--- config.mk ---
export PLATFORM = sky130hd
export DESIGN_NAME = psum_drain_flat
export DESIGN_NICKNAME = d
export VERILOG_FILES = /design/src/rtl/systolic_pkg.sv /design/src/rtl/psum_drain_if.sv /design/src/rtl/psum_drain_fifo.sv /design/src/rtl/psum_drain.sv /design/src/flat_wrapper.sv
export SDC_FILE = /design/constraint.sdc
export NUM_CORES = 1
export LEC_CHECK = 0
export BUFFER_PORTS_ARGS = -buffer_cell sky130_fd_sc_hd__buf_2
export CAP_MARGIN = 20
export CELL_PAD_IN_SITES_DETAIL_PLACEMENT = 0
export CELL_PAD_IN_SITES_GLOBAL_PLACEMENT = 1
export CORE_MARGIN = 2
export CORE_UTILIZATION = 54
export CTS_CLUSTER_SIZE = 14
export DETAILED_ROUTE_END_ITERATION = 16
export MAX_ROUTING_LAYER = met4
export PLACE_DENSITY = 0.88
export SETUP_SLACK_MARGIN = 0.4
export SLEW_MARGIN = 5
export SYNTH_ARGS = -nofsm -noshare
export SYNTH_HDL_FRONTEND = slang
export SYNTH_SLANG_ARGS = --single-unit
--- constraint.sdc ---
create_clock -name CLK -period 7.5 [get_ports CLK]
set_input_delay 1.5 -clock CLK [delete_from_list [all_inputs] [get_ports CLK]]
set_output_delay 1.5 -clock CLK [all_outputs]
set_load 0.02 [all_outputs]
--- src/rtl/systolic_pkg.sv ---
// Definitions shared by the systolic PE array and its drain/write-back logic.
package systolic_pkg;

    localparam int unsigned DEF_ROWS       = 4;
    localparam int unsigned DEF_COLS       = 4;
    localparam int unsigned DEF_ACC_BWIDTH = 32;
    localparam int unsigned DEF_FIFO_DEPTH = 4;

    typedef enum logic [1:0] {
        IDLE  = 2'd0,
        DRAIN = 2'd1,
        WAIT  = 2'd2
    } drain_state_e;

    // Index width that stays at least one bit for single-entry structures.
    function automatic int unsigned idx_w(input int unsigned n);
        return (n > 1) ? $clog2(n) : 1;
    endfunction

endpackage

--- src/rtl/psum_drain_if.sv ---
// Valid/ready row-vector stream from the partial-sum drain to write-back.
interface psum_drain_if
    import systolic_pkg::*;
#(
    parameter int unsigned COLS       = DEF_COLS,
    parameter int unsigned ACC_BWIDTH = DEF_ACC_BWIDTH
);
    logic                       OUT_valid;
    logic                       OUT_ready;
    logic [COLS*ACC_BWIDTH-1:0] OUT_data;
    logic                       OUT_last;

    modport master (output OUT_valid, output OUT_data, output OUT_last, input  OUT_ready);
    modport slave  (input  OUT_valid, input  OUT_data, input  OUT_last, output OUT_ready);
endinterface

--- src/rtl/psum_drain_fifo.sv ---
// Synchronous show-ahead FIFO with occupancy count; head reads as zero when empty.
module psum_fifo
    import systolic_pkg::*;
#(
    parameter  int unsigned WIDTH = DEF_COLS*DEF_ACC_BWIDTH + 1,
    parameter  int unsigned DEPTH = DEF_FIFO_DEPTH,
    localparam int unsigned PTR_W = idx_w(DEPTH),
    localparam int unsigned CNT_W = $clog2(DEPTH + 1)
)(
    input  logic             clk_i,
    input  logic             rst_i,
    input  logic             push_i,
    input  logic             pop_i,
    input  logic [WIDTH-1:0] wdata_i,
    output logic [WIDTH-1:0] rdata_o,
    output logic [CNT_W-1:0] count_o
);
    logic [WIDTH-1:0] mem_q [DEPTH];
    logic [PTR_W-1:0] wr_ptr_q, rd_ptr_q;
    logic [CNT_W-1:0] count_q;
    logic             do_push, do_pop;

    function automatic logic [PTR_W-1:0] ptr_inc(input logic [PTR_W-1:0] p);
        return (p == PTR_W'(DEPTH - 1)) ? '0 : p + PTR_W'(1);
    endfunction

    assign do_push = push_i && (count_q != CNT_W'(DEPTH));
    assign do_pop  = pop_i && (count_q != '0);

    always_ff @(posedge clk_i) begin
        if (do_push) begin
            mem_q[wr_ptr_q] <= wdata_i;
        end
    end

    always_ff @(posedge clk_i) begin
        if (rst_i) begin
            wr_ptr_q <= '0;
            rd_ptr_q <= '0;
            count_q  <= '0;
        end else begin
            if (do_push) wr_ptr_q <= ptr_inc(wr_ptr_q);
            if (do_pop)  rd_ptr_q <= ptr_inc(rd_ptr_q);
            unique case ({do_push, do_pop})
                2'b10:   count_q <= count_q + CNT_W'(1);
                2'b01:   count_q <= count_q - CNT_W'(1);
                default: count_q <= count_q;
            endcase
        end
    end

    // Storage is not reset, so the head is masked to keep outputs clean after reset.
    assign rdata_o = (count_q != '0) ? mem_q[rd_ptr_q] : '0;
    assign count_o = count_q;
endmodule

--- src/rtl/psum_drain.sv ---
// Shifts accumulated partial sums out of the PE array bottom row and streams them as row vectors.
module psum_drain
    import systolic_pkg::*;
#(
    parameter int unsigned ROWS       = DEF_ROWS,
    parameter int unsigned COLS       = DEF_COLS,
    parameter int unsigned ACC_BWIDTH = DEF_ACC_BWIDTH,
    parameter int unsigned FIFO_DEPTH = DEF_FIFO_DEPTH
)(
    input  logic                       CLK,
    input  logic                       RST,
    input  logic                       DRAIN_start,
    input  logic [COLS*ACC_BWIDTH-1:0] ACC_in,
    output logic                       FLUSH,
    output logic                       STALL,
    psum_drain_if.master               out_if,
    output logic                       BUSY,
    output logic                       DONE
);
    localparam int unsigned DW    = COLS*ACC_BWIDTH;
    localparam int unsigned ROW_W = idx_w(ROWS);
    localparam int unsigned CNT_W = $clog2(FIFO_DEPTH + 1);

    drain_state_e     state_q, state_d;
    logic [ROW_W-1:0] row_cnt_q, row_cnt_d;
    logic [CNT_W-1:0] count;
    logic [DW:0]      fifo_rdata;
    logic             push, pop, full, empty, last_row;

    assign full     = (count == CNT_W'(FIFO_DEPTH));
    assign empty    = (count == '0);
    assign last_row = (row_cnt_q == ROW_W'(ROWS - 1));

    always_ff @(posedge CLK) begin
        if (RST) begin
            state_q   <= IDLE;
            row_cnt_q <= '0;
        end else begin
            state_q   <= state_d;
            row_cnt_q <= row_cnt_d;
        end
    end

    always_comb begin
        state_d   = state_q;
        row_cnt_d = row_cnt_q;
        push      = 1'b0;
        FLUSH     = 1'b0;
        STALL     = 1'b0;
        DONE      = 1'b0;
        unique case (state_q)
            IDLE: begin
                if (DRAIN_start) begin
                    state_d   = DRAIN;
                    row_cnt_d = '0;
                end
            end
            DRAIN: begin
                // Full blocks the push regardless of a same-cycle pop, keeping OUT_ready off STALL.
                FLUSH = 1'b1;
                STALL = full;
                push  = !full;
                if (push) begin
                    row_cnt_d = row_cnt_q + ROW_W'(1);
                    if (last_row) begin
                        state_d   = WAIT;
                        row_cnt_d = '0;
                    end
                end
            end
            WAIT: begin
                if (empty) begin
                    DONE    = 1'b1;
                    state_d = IDLE;
                end
            end
            default: state_d = IDLE;
        endcase
    end

    assign BUSY = (state_q != IDLE);

    psum_fifo #(
        .WIDTH (DW + 1),
        .DEPTH (FIFO_DEPTH)
    ) u_fifo (
        .clk_i   (CLK),
        .rst_i   (RST),
        .push_i  (push),
        .pop_i   (pop),
        .wdata_i ({last_row, ACC_in}),
        .rdata_o (fifo_rdata),
        .count_o (count)
    );

    assign out_if.OUT_valid = !empty;
    assign pop              = out_if.OUT_valid && out_if.OUT_ready;
    assign out_if.OUT_last  = fifo_rdata[DW];
    assign out_if.OUT_data  = fifo_rdata[DW-1:0];
endmodule

--- src/flat_wrapper.sv ---
// flat-port wrapper written by rule: the top's interface ports become plain ports
module psum_drain_flat import systolic_pkg::*;
#(
    parameter int unsigned ROWS       = DEF_ROWS,
    parameter int unsigned COLS       = DEF_COLS,
    parameter int unsigned ACC_BWIDTH = DEF_ACC_BWIDTH,
    parameter int unsigned FIFO_DEPTH = DEF_FIFO_DEPTH
)
  (CLK, RST, DRAIN_start, ACC_in, FLUSH, STALL, BUSY, DONE, out_if_OUT_valid, out_if_OUT_data, out_if_OUT_last, out_if_OUT_ready);
  psum_drain_if #(.COLS(COLS), .ACC_BWIDTH(ACC_BWIDTH)) out_if_i ();
  input  logic CLK;
  input  logic RST;
  input  logic DRAIN_start;
  input  logic [COLS*ACC_BWIDTH-1:0] ACC_in;
  output logic FLUSH;
  output logic STALL;
  output logic BUSY;
  output logic DONE;
  output wire logic [$bits(out_if_i.OUT_valid)-1:0] out_if_OUT_valid;
  output wire logic [$bits(out_if_i.OUT_data)-1:0] out_if_OUT_data;
  output wire logic [$bits(out_if_i.OUT_last)-1:0] out_if_OUT_last;
  input wire logic [$bits(out_if_i.OUT_ready)-1:0] out_if_OUT_ready;
  assign out_if_OUT_valid = out_if_i.OUT_valid;
  assign out_if_OUT_data = out_if_i.OUT_data;
  assign out_if_OUT_last = out_if_i.OUT_last;
  assign out_if_i.OUT_ready = out_if_OUT_ready;
  psum_drain #(.ROWS(ROWS), .COLS(COLS), .ACC_BWIDTH(ACC_BWIDTH), .FIFO_DEPTH(FIFO_DEPTH)) u_core (.CLK(CLK), .RST(RST), .DRAIN_start(DRAIN_start), .ACC_in(ACC_in), .FLUSH(FLUSH), .STALL(STALL), .out_if(out_if_i), .BUSY(BUSY), .DONE(DONE));
endmodule
==> results of run 1 <==
cell families after synthesis:
logic type	count (synthesis)
and+or+nand+nor	158
muxes	129
AOI/OAI and AO/OA	16
buffers and inverters	54
DFF	529
adders and majority gates	8
xor gates and xnor gates	2
area by class of cell:
class                   instances  area, sq um
diodes                         11         27.5
clock buffers                  64         1370
clock inverters                31          349
fillers                      2424        13000
inverters                       9         33.8
multi-input cells             313         4120
flip-flops and latches        529        15800
well taps                     468          586
repair buffers                278         1440
synthesized netlist by cell type (all sizes together) (2+ instances only):
cell    count  area [sq um]
edfxtp    516         15500
and2      129           807
mux4      129          2910
buf        29           235
clkbuf     16          60.1
dfxtp      13           260
inv         9          33.8
nor2        8          30.0
a21oi       7          35.0
ha          7          87.6
and3        4          25.0
o21ai       4          20.0
nand3       3          15.0
or3         3          18.8
nand2       2          7.51
nand2b      2          12.5
nand4b      2          17.5
o31ai       2          15.0
xor2        2          17.5
state kept, by name, indices dropped and copies added (netlist names), named ones only:
signal	flops
u_core.u_fifo.mem_q	516
u_core.u_fifo.count_o	3
u_core.row_cnt_q	2
u_core.state_q	2
u_core.u_fifo.rd_ptr_q	2
u_core.u_fifo.wr_ptr_q	2
per-stage QoR:
step	instances	hold WS [ns]	cell area (sq um)	total power [mW]
3_5_place_dp	1597	0.475	21900	6.23
2_1_floorplan	896	0.453	20200	5.42
4_1_cts	1692	0.482	23700	8.83
5_1_grt	1701	0.507	23700	9.09
6_report	1703	0.481	23700	8.72
3_3_place_gp	1597	0.461	21900	6.21
worst reg2reg max path: cells and delay by family, from the launching register on:
family	cells	cell delay, ns
simple gates	2	0.53
flops	1	0.44
buf+inv	2	0.97
metal layers:
metal	global-route usage, %	vias up	wire [microns]
met1	26.3	4937	15600
li1	-	4258	-
met4	7.32	0	1010
met3	6.11	85	3170
met5	-	-	0
met2	34.0	317	19500
final timing paths:
| kind | from | to | slack, ns |
|---|---|---|---|
| worst max-delay path | register | out_if_OUT_data[57] | 2.91 |
| worst min-delay path | u_core.row_cnt_q[1] | u_core.row_cnt_q[1] | 0.48 |
| worst max register to register | u_core.state_q[0] | u_core.u_fifo.mem_q[1][124] | 5.09 |
| worst min register to register | u_core.row_cnt_q[1] | u_core.row_cnt_q[1] | 0.48 |
where the power goes:
| group | leakage (nW) | internal (mW) | switching (mW) |
|---|---|---|---|
| Combinational | 2.48 | 1.02 | 1.56 |
| Clock | 0.838 | 1.56 | 1.03 |
| Sequential | 4.81 | 3.44 | 0.101 |
==> flow_summary.ini, run 1 <==
[finish]
nets = 1323
drive_above_1_share_pct = 39.7
utilization_pct = 64.5
final_cell_mix = 516 x edfxtp_1, 265 x buf_2, 129 x mux4_2, 129 x and2_1, 53 x clkbuf_16
final_common_cell = edfxtp_1
syn2layout_area_growth_pct = 17.4

[min_path]
hp-class = reg -> reg
min_path_cells = 2

[clock_network]
cts.path.max_buffers = 3
cts_tree = yes
cts-htree-levels = 2
clkLatencyLatePin_ns = 0.58
ctsHoldBuffers = 0
numCtsBuffers = 52
cts_sinks = 529
ctsResizeCount = 0
root_buffer = clkbuf_16
post_cts_buffers = 0
clk_pin_slew_ns = 0.06

[sta]
finalMaxSlewViolations = 0
setup_viol_count_final = 0
max_freq_mhz = 218
slew_headroom_pct = 33.4
final.setup.worst_slack_ns = 2.91
fin_skew_ns = 0.0131
worst_pin_slew_ns = 0.999
hold_viol = 0
min_period_ns = 4.59
fin_crit_sh_pct = 61.2
final.setup.tns_ns = 0
rsz0062_at_grt = false

[placed_design]
io_buffers = 265
place.gp.congestion = 0.726
pre_cts_slack_ns = 3.39
place_hpwl_microns = 22600

[synthesis]
synthAdderAreaFrac_pct = 0.533
synthArstFlopShare_pct = 0
synth_xor_area_share_pct = 0.0868
synth_edf_count = 516
synthMuxAreaShare_pct = 14.4
synth_seq_cells = 529
syn_nets = 1036
synth-simple-area-share_pct = 4.81
ys_seq_area_share_pct = 78.1
synth_area_sq_um = 20200
avgSynthCellArea_sq_um = 22.5
synthFlopType = edfxtp_1
syn_inst = 896
synth_cell_types = 30
synth_top_family_by_area = multiplexers
ys.warnings.count = 0
synth_compound_area_share_pct = 0.477

[pwr]
ir_worst_vdd_uv = 248
p_leak_nw = 8.13
power_density_nw_per_um2 = 368

[floorplanning]
start_util_pct = 55.0
std_cell_rows = 70
fp.dieW_microns = 197
core_area_sq_um = 36700
pin_count = 266
die_y_microns = 197
die_area_sq_um = 38900

[setup_path]
critical_path.endpoint_type = output port
cp_max_fo = 39
crit_type = reg -> out
cp_num_buf_inv = 2
crit_path_start_kind = register
reg2reg_depth = 4
cp_cell_sequence = buf_4 -> mux4_2 -> and2_1 -> buf_2
cp.depth = 4
crit_required_ns = 6.00
slowest_delay_ns = 0.77
crit_slowest_cell = buf_4
critPathArrivalTime_ns = 3.09
crit_family = buffers and inverters

[flow_run]
cap_violations = 0

[global_routing]
grt_pass1_vias = 10270
overflow = 0
grt_usage_pct = 21.3
grt_max_degree = 73
grt_pass1_wl_microns = 59500
antenna_found_initial = 9

[drt]
wl_per_cell_microns = 23.1
wl_microns = 39300
drt_iter0_drc = 647
viasPerCell = 5.64
drt-pass1-iter-count = 4
final_antenna_net_count = 0
vias = 9597
remaining_drc_errors = 0

[status]
run_status = completed
(Power assumes the default switching activity.)
==> inputs of run 2 (changes only) <==
- CORE_UTILIZATION: 54 -> 50
- PLACE_DENSITY: 0.88 -> 0.82
- clock period: 7.5 -> 4.56 ns (I/O delays scaled with it)
==> run 2 against run 1 <==
  * Sequential share of layout area decreased by 0.27 points
  * Hold slack better by 0.0054 ns
  * Die area rose by 7.8%
  * Clock skew is 0.0015 ns lower
  * Critical path type unchanged
  * Largest cell class unchanged
==> flow_summary.ini, run 2 (synthesis gave the netlist of run 1 again) <==
[sta]
finalMaxSlewViolations = 0
worst_pin_slew_ns = 0.781
slew_headroom_pct = 48.0
final.setup.tns_ns = 0
max_freq_mhz = 281
setup_viol_count_final = 0
rsz0062_at_grt = false
whs_ns = 0.487
hold_viol = 0
fin_skew_ns = 0.0116
min_period_ns = 3.56
fin_crit_sh_pct = 78.0

[floorplanning]
core_area_sq_um = 39800
die_area_sq_um = 42000
fp.dieW_microns = 205
die_y_microns = 205
pin_count = 266
start_util_pct = 50.7
std_cell_rows = 73

[finish]
finalNonFillerCells = 1764
nets = 1328
top_register = u_core.u_fifo.mem_q
multi_input_area_sq_um = 4120
final-seq-area_sq_um = 15800
drive_above_1_share_pct = 39.9
fin_area_sq_um = 23800
largest_reg_flops = 516
final_cell_mix = 516 x edfxtp_1, 265 x buf_2, 129 x mux4_2, 129 x and2_1, 53 x clkbuf_16
fillCellCount = 2872
syn2layout_area_growth_pct = 17.8
final_common_cell = edfxtp_1

[clock_network]
post_cts_buffers = 0
cts_tree = yes
cts.path.max_buffers = 3
clk_pin_slew_ns = 0.06
cts_sinks = 529
numCtsBuffers = 51
ctsResizeCount = 0
clkLatencyLatePin_ns = 0.58
root_buffer = clkbuf_16
cts-htree-levels = 2
ctsHoldBuffers = 0

[setup_path]
crit_slowest_cell = dfxtp_4
crit_required_ns = 3.65
cp_cell_sequence = buf_4 -> mux4_2 -> and2_1 -> buf_2
crit_path_start_kind = register
cp_max_fo = 32
crit_type = reg -> out
critical_path.endpoint_type = output port
slowest_delay_ns = 0.85
critPathArrivalTime_ns = 2.65

[drt]
drt_iter0_drc = 571
viasPerCell = 5.42
wl_per_cell_microns = 22.1
wl_microns = 39000
drt-pass1-iter-count = 4
final_antenna_net_count = 0
remaining_drc_errors = 0
vias = 9555

[global_routing]
overflow = 0
grt_pass1_wl_microns = 59000
grt_max_degree = 100
antenna_found_initial = 11
grt_usage_pct = 19.6
grt_pass1_vias = 10086

[pwr]
power_mw = 14.1
p_leak_nw = 8.12
ir_worst_vdd_uv = 424
power_density_nw_per_um2 = 594

[placed_design]
place_area_sq_um = 22200
io_buffers = 265
place.gp.congestion = 0.732
place_hpwl_microns = 23300
placed_cells = 1660

[min_path]
hp-class = reg -> reg

[status]
run_status = completed

[flow_run]
cap_violations = 0
-- run 2: changes by cell type in the layout (fill, tap and decap cells not counted), moves of 2 or more --
cell	before	now
buf_12	1	11
buf_4	12	8
bufinv_16	8	3
clkbuf_1	11	15
clkinv_1	14	10
clkinv_2	6	10
inv_6	2	0
-- run 2: critical path: cells and delay by family, from the launching register on --
family	cells	cell delay (ns)
multiplexers	1	0.52
AND/OR/NAND/NOR	1	0.17
flip-flops	1	0.85
buffers and inverters	2	0.51
-- run 2: worst paths after layout --
check / start / slack (ns) / end / cells past startpoint
max: register / 1.00 / out_if_OUT_data[14] / 4
min: u_core.row_cnt_q[1] / 0.49 / u_core.row_cnt_q[1] / 2
max reg2reg: u_core.state_q[0] / 2.02 / u_core.u_fifo.mem_q[2][21] / 4
min reg2reg: u_core.row_cnt_q[1] / 0.49 / u_core.row_cnt_q[1] / 2
-- run 2: metrics by stage --
step,setup WS (ns),util (%)
global placement,1.54,55.7
detailed placement,1.53,55.7
CTS,0.883,59.6
floorplan,1.72,-
finish,1.00,59.7
global route,0.798,59.7
-- run 2: final cells by class --
type / instances / area share (%)
repair buffers: 284 / 6.76
multi-input cells: 313 / 17.3
flip-flops and latches: 529 / 66.3
clock inverters: 24 / 0.779
diodes: 12 / 0.126
well taps: 525 / 2.76
clock buffers: 68 / 5.81
inverters: 9 / 0.142
-- run 2: per-layer routing --
layer  routed length [microns]  up-vias  GRT usage [%]  share of wire [%]
li1                          -     4260              -                  -
met1                     15900     4962           24.2                 41
met2                     19200      287           31.4                 49
met3                      3170       46           6.01                8.1
met4                       699        0           6.12                1.8
met5                         0        -              -                  0
-- run 2: power by group --
part	internal, mW	total (mW)	leakage [nW]	switching, mW
logic	1.78	4.33	2.54	2.55
registers	5.65	5.84	4.81	0.185
clock network	2.29	3.95	0.768	1.66
total	9.72	14.1	8.12	4.40
==> inputs of run 3 (changes only) <==
- clock period: 4.56 -> 3.45 ns (I/O delays scaled with it)
==> run 3 against run 2 <==
  * Sequential cell count unchanged
  * Highest routed layer unchanged
  * Register-to-register slack lost 0.85 ns
  * Non-clock buffer count is 26 higher
  * Combinational power rose by 42%
  * Clock power is 43% higher
==> flow_summary.ini, run 3 (synthesis gave the netlist of run 1 again) <==
[clock_network]
cts_tree = yes
root_buffer = clkbuf_16
clkLatencyLatePin_ns = 0.58
clk_pin_slew_ns = 0.06
ctsResizeCount = 0
ctsHoldBuffers = 0
numCtsBuffers = 52
cts_sinks = 529
cts-htree-levels = 2
cts.path.max_buffers = 3

[global_routing]
overflow = 0
antenna_found_initial = 8
grt_pass1_vias = 10196
grt_max_degree = 39
grt_usage_pct = 20.0
grt_pass1_wl_microns = 60000

[sta]
max_freq_mhz = 344
worst_pin_slew_ns = 0.761
final.setup.tns_ns = 0
slew_headroom_pct = 49.3
hold_viol = 0
finalMaxSlewViolations = 0
setup_viol_count_final = 0
fin_crit_sh_pct = 84.3
fin_skew_ns = 0.0160
min_period_ns = 2.91
rsz0062_at_grt = false

[floorplanning]
std_cell_rows = 73
fp.dieW_microns = 205
core_area_sq_um = 39800
start_util_pct = 50.7
die_area_sq_um = 42000
die_y_microns = 205
pin_count = 266

[placed_design]
place.gp.congestion = 0.742
place_hpwl_microns = 24600
placed_cells = 1681
io_buffers = 265

[drt]
drt_iter0_drc = 662
final_antenna_net_count = 0
wl_microns = 40200
drt-pass1-iter-count = 7
remaining_drc_errors = 0
viasPerCell = 5.49
vias = 9835
wl_per_cell_microns = 22.4

[pwr]
internal_power_mw = 13.4
p_comb_share_pct = 31.6
power_density_nw_per_um2 = 797
power_frac_seq_pct = 39.3
ir_worst_vdd_uv = 737
p_sw_share_pct = 30.8
p_leak_nw = 8.38
p_sw_mw = 5.97
pwr-share-clk_pct = 29.1

[finish]
final_common_cell = edfxtp_1
finalNonFillerCells = 1791
final_cell_mix = 516 x edfxtp_1, 265 x buf_2, 129 x mux4_2, 129 x and2_1, 53 x clkbuf_16
nets = 1357
top_register = u_core.u_fifo.mem_q
drive_above_1_share_pct = 41.4
largest_reg_flops = 516
syn2layout_area_growth_pct = 20.6

[flow_run]
cap_violations = 0

[setup_path]
critPathArrivalTime_ns = 2.22
crit_path_start_kind = register
crit_type = reg -> out
crit_required_ns = 2.76
critical_path.endpoint_type = output port
cp_max_fo = 18

[status]
run_status = completed

[min_path]
hp-class = in -> reg
==> run 3: final cells by class <==
class                           instances  area, sq um
Sequential cell                       529        15800
Fill cell                            2902        15500
Multi-Input combinational cell        315         4140
Timing Repair Buffer                  310         2000
Clock buffer                           62         1360
Tap cell                              525          657
Clock inverter                         32          352
Inverter                                9         33.8
Antenna cell                            9         22.5
==> run 3: metrics by stage <==
stage / utilization, % / setup WS [ns] / instance area, sq um / total power [mW] / hold WS (ns)
2_1_floorplan: - / 0.613 / 20200 / 11.7 / 0.453
3_3_place_gp: 56.4 / 0.837 / 22500 / 13.8 / 0.459
3_5_place_dp: 56.4 / 0.813 / 22500 / 13.8 / 0.465
4_1_cts: 61.0 / 0.447 / 24300 / 19.6 / 0.282
5_1_grt: 61.1 / 0.404 / 24300 / 20.3 / 0.296
6_report: 61.1 / 0.542 / 24300 / 19.4 / 0.324
==> run 3: metal layers <==
metal / track usage (%) / wire, microns
met4: 5.81 / 775
met5: - / 0
met3: 5.06 / 3130
met1: 26.0 / 16200
met2: 31.7 / 20000
==> run 3: path summary, 6_finish.rpt <==
path | cells after the start | end | slack, ns | startpoint
hold / removal | 1 | u_core.u_fifo.mem_q[2][123] | 0.32 | ACC_in[123]
hold reg to reg | 2 | register | 0.48 | u_core.u_fifo.rd_ptr_q[0]
setup reg to reg | 3 | u_core.u_fifo.mem_q[0][90] | 1.17 | u_core.u_fifo.count_o[0]
setup / recovery | 4 | out_if_OUT_data[27] | 0.54 | register
==> run 3: power by group through the flow <==
| stage | Clock [mW] | Sequential (mW) | Combinational, mW |
|---|---|---|---|
| 2_1_floorplan | 0 | 7.70 | 4.05 |
| 3_3_place_gp | 0 | 7.80 | 5.96 |
| 3_5_place_dp | 0 | 7.82 | 5.99 |
| 4_1_cts | 5.77 | 7.61 | 6.24 |
| 5_1_grt | 6.01 | 7.65 | 6.61 |
| 6_report | 5.64 | 7.62 | 6.13 |
==> run 3: timing repair <==
item | CTS | global route
gates cloned | 1 | 1
buffers inserted | 5 | 0
pin swaps | 1 | 1
setup endpoints to repair | 117 | 18
==> run 3: worst max-delay path: stages (launching register included) <==
cell and delay [ns]:
dfxtp_4 0.63, buf_4 0.33, mux4_2 0.33, and2_1 0.18, buf_2 0.16
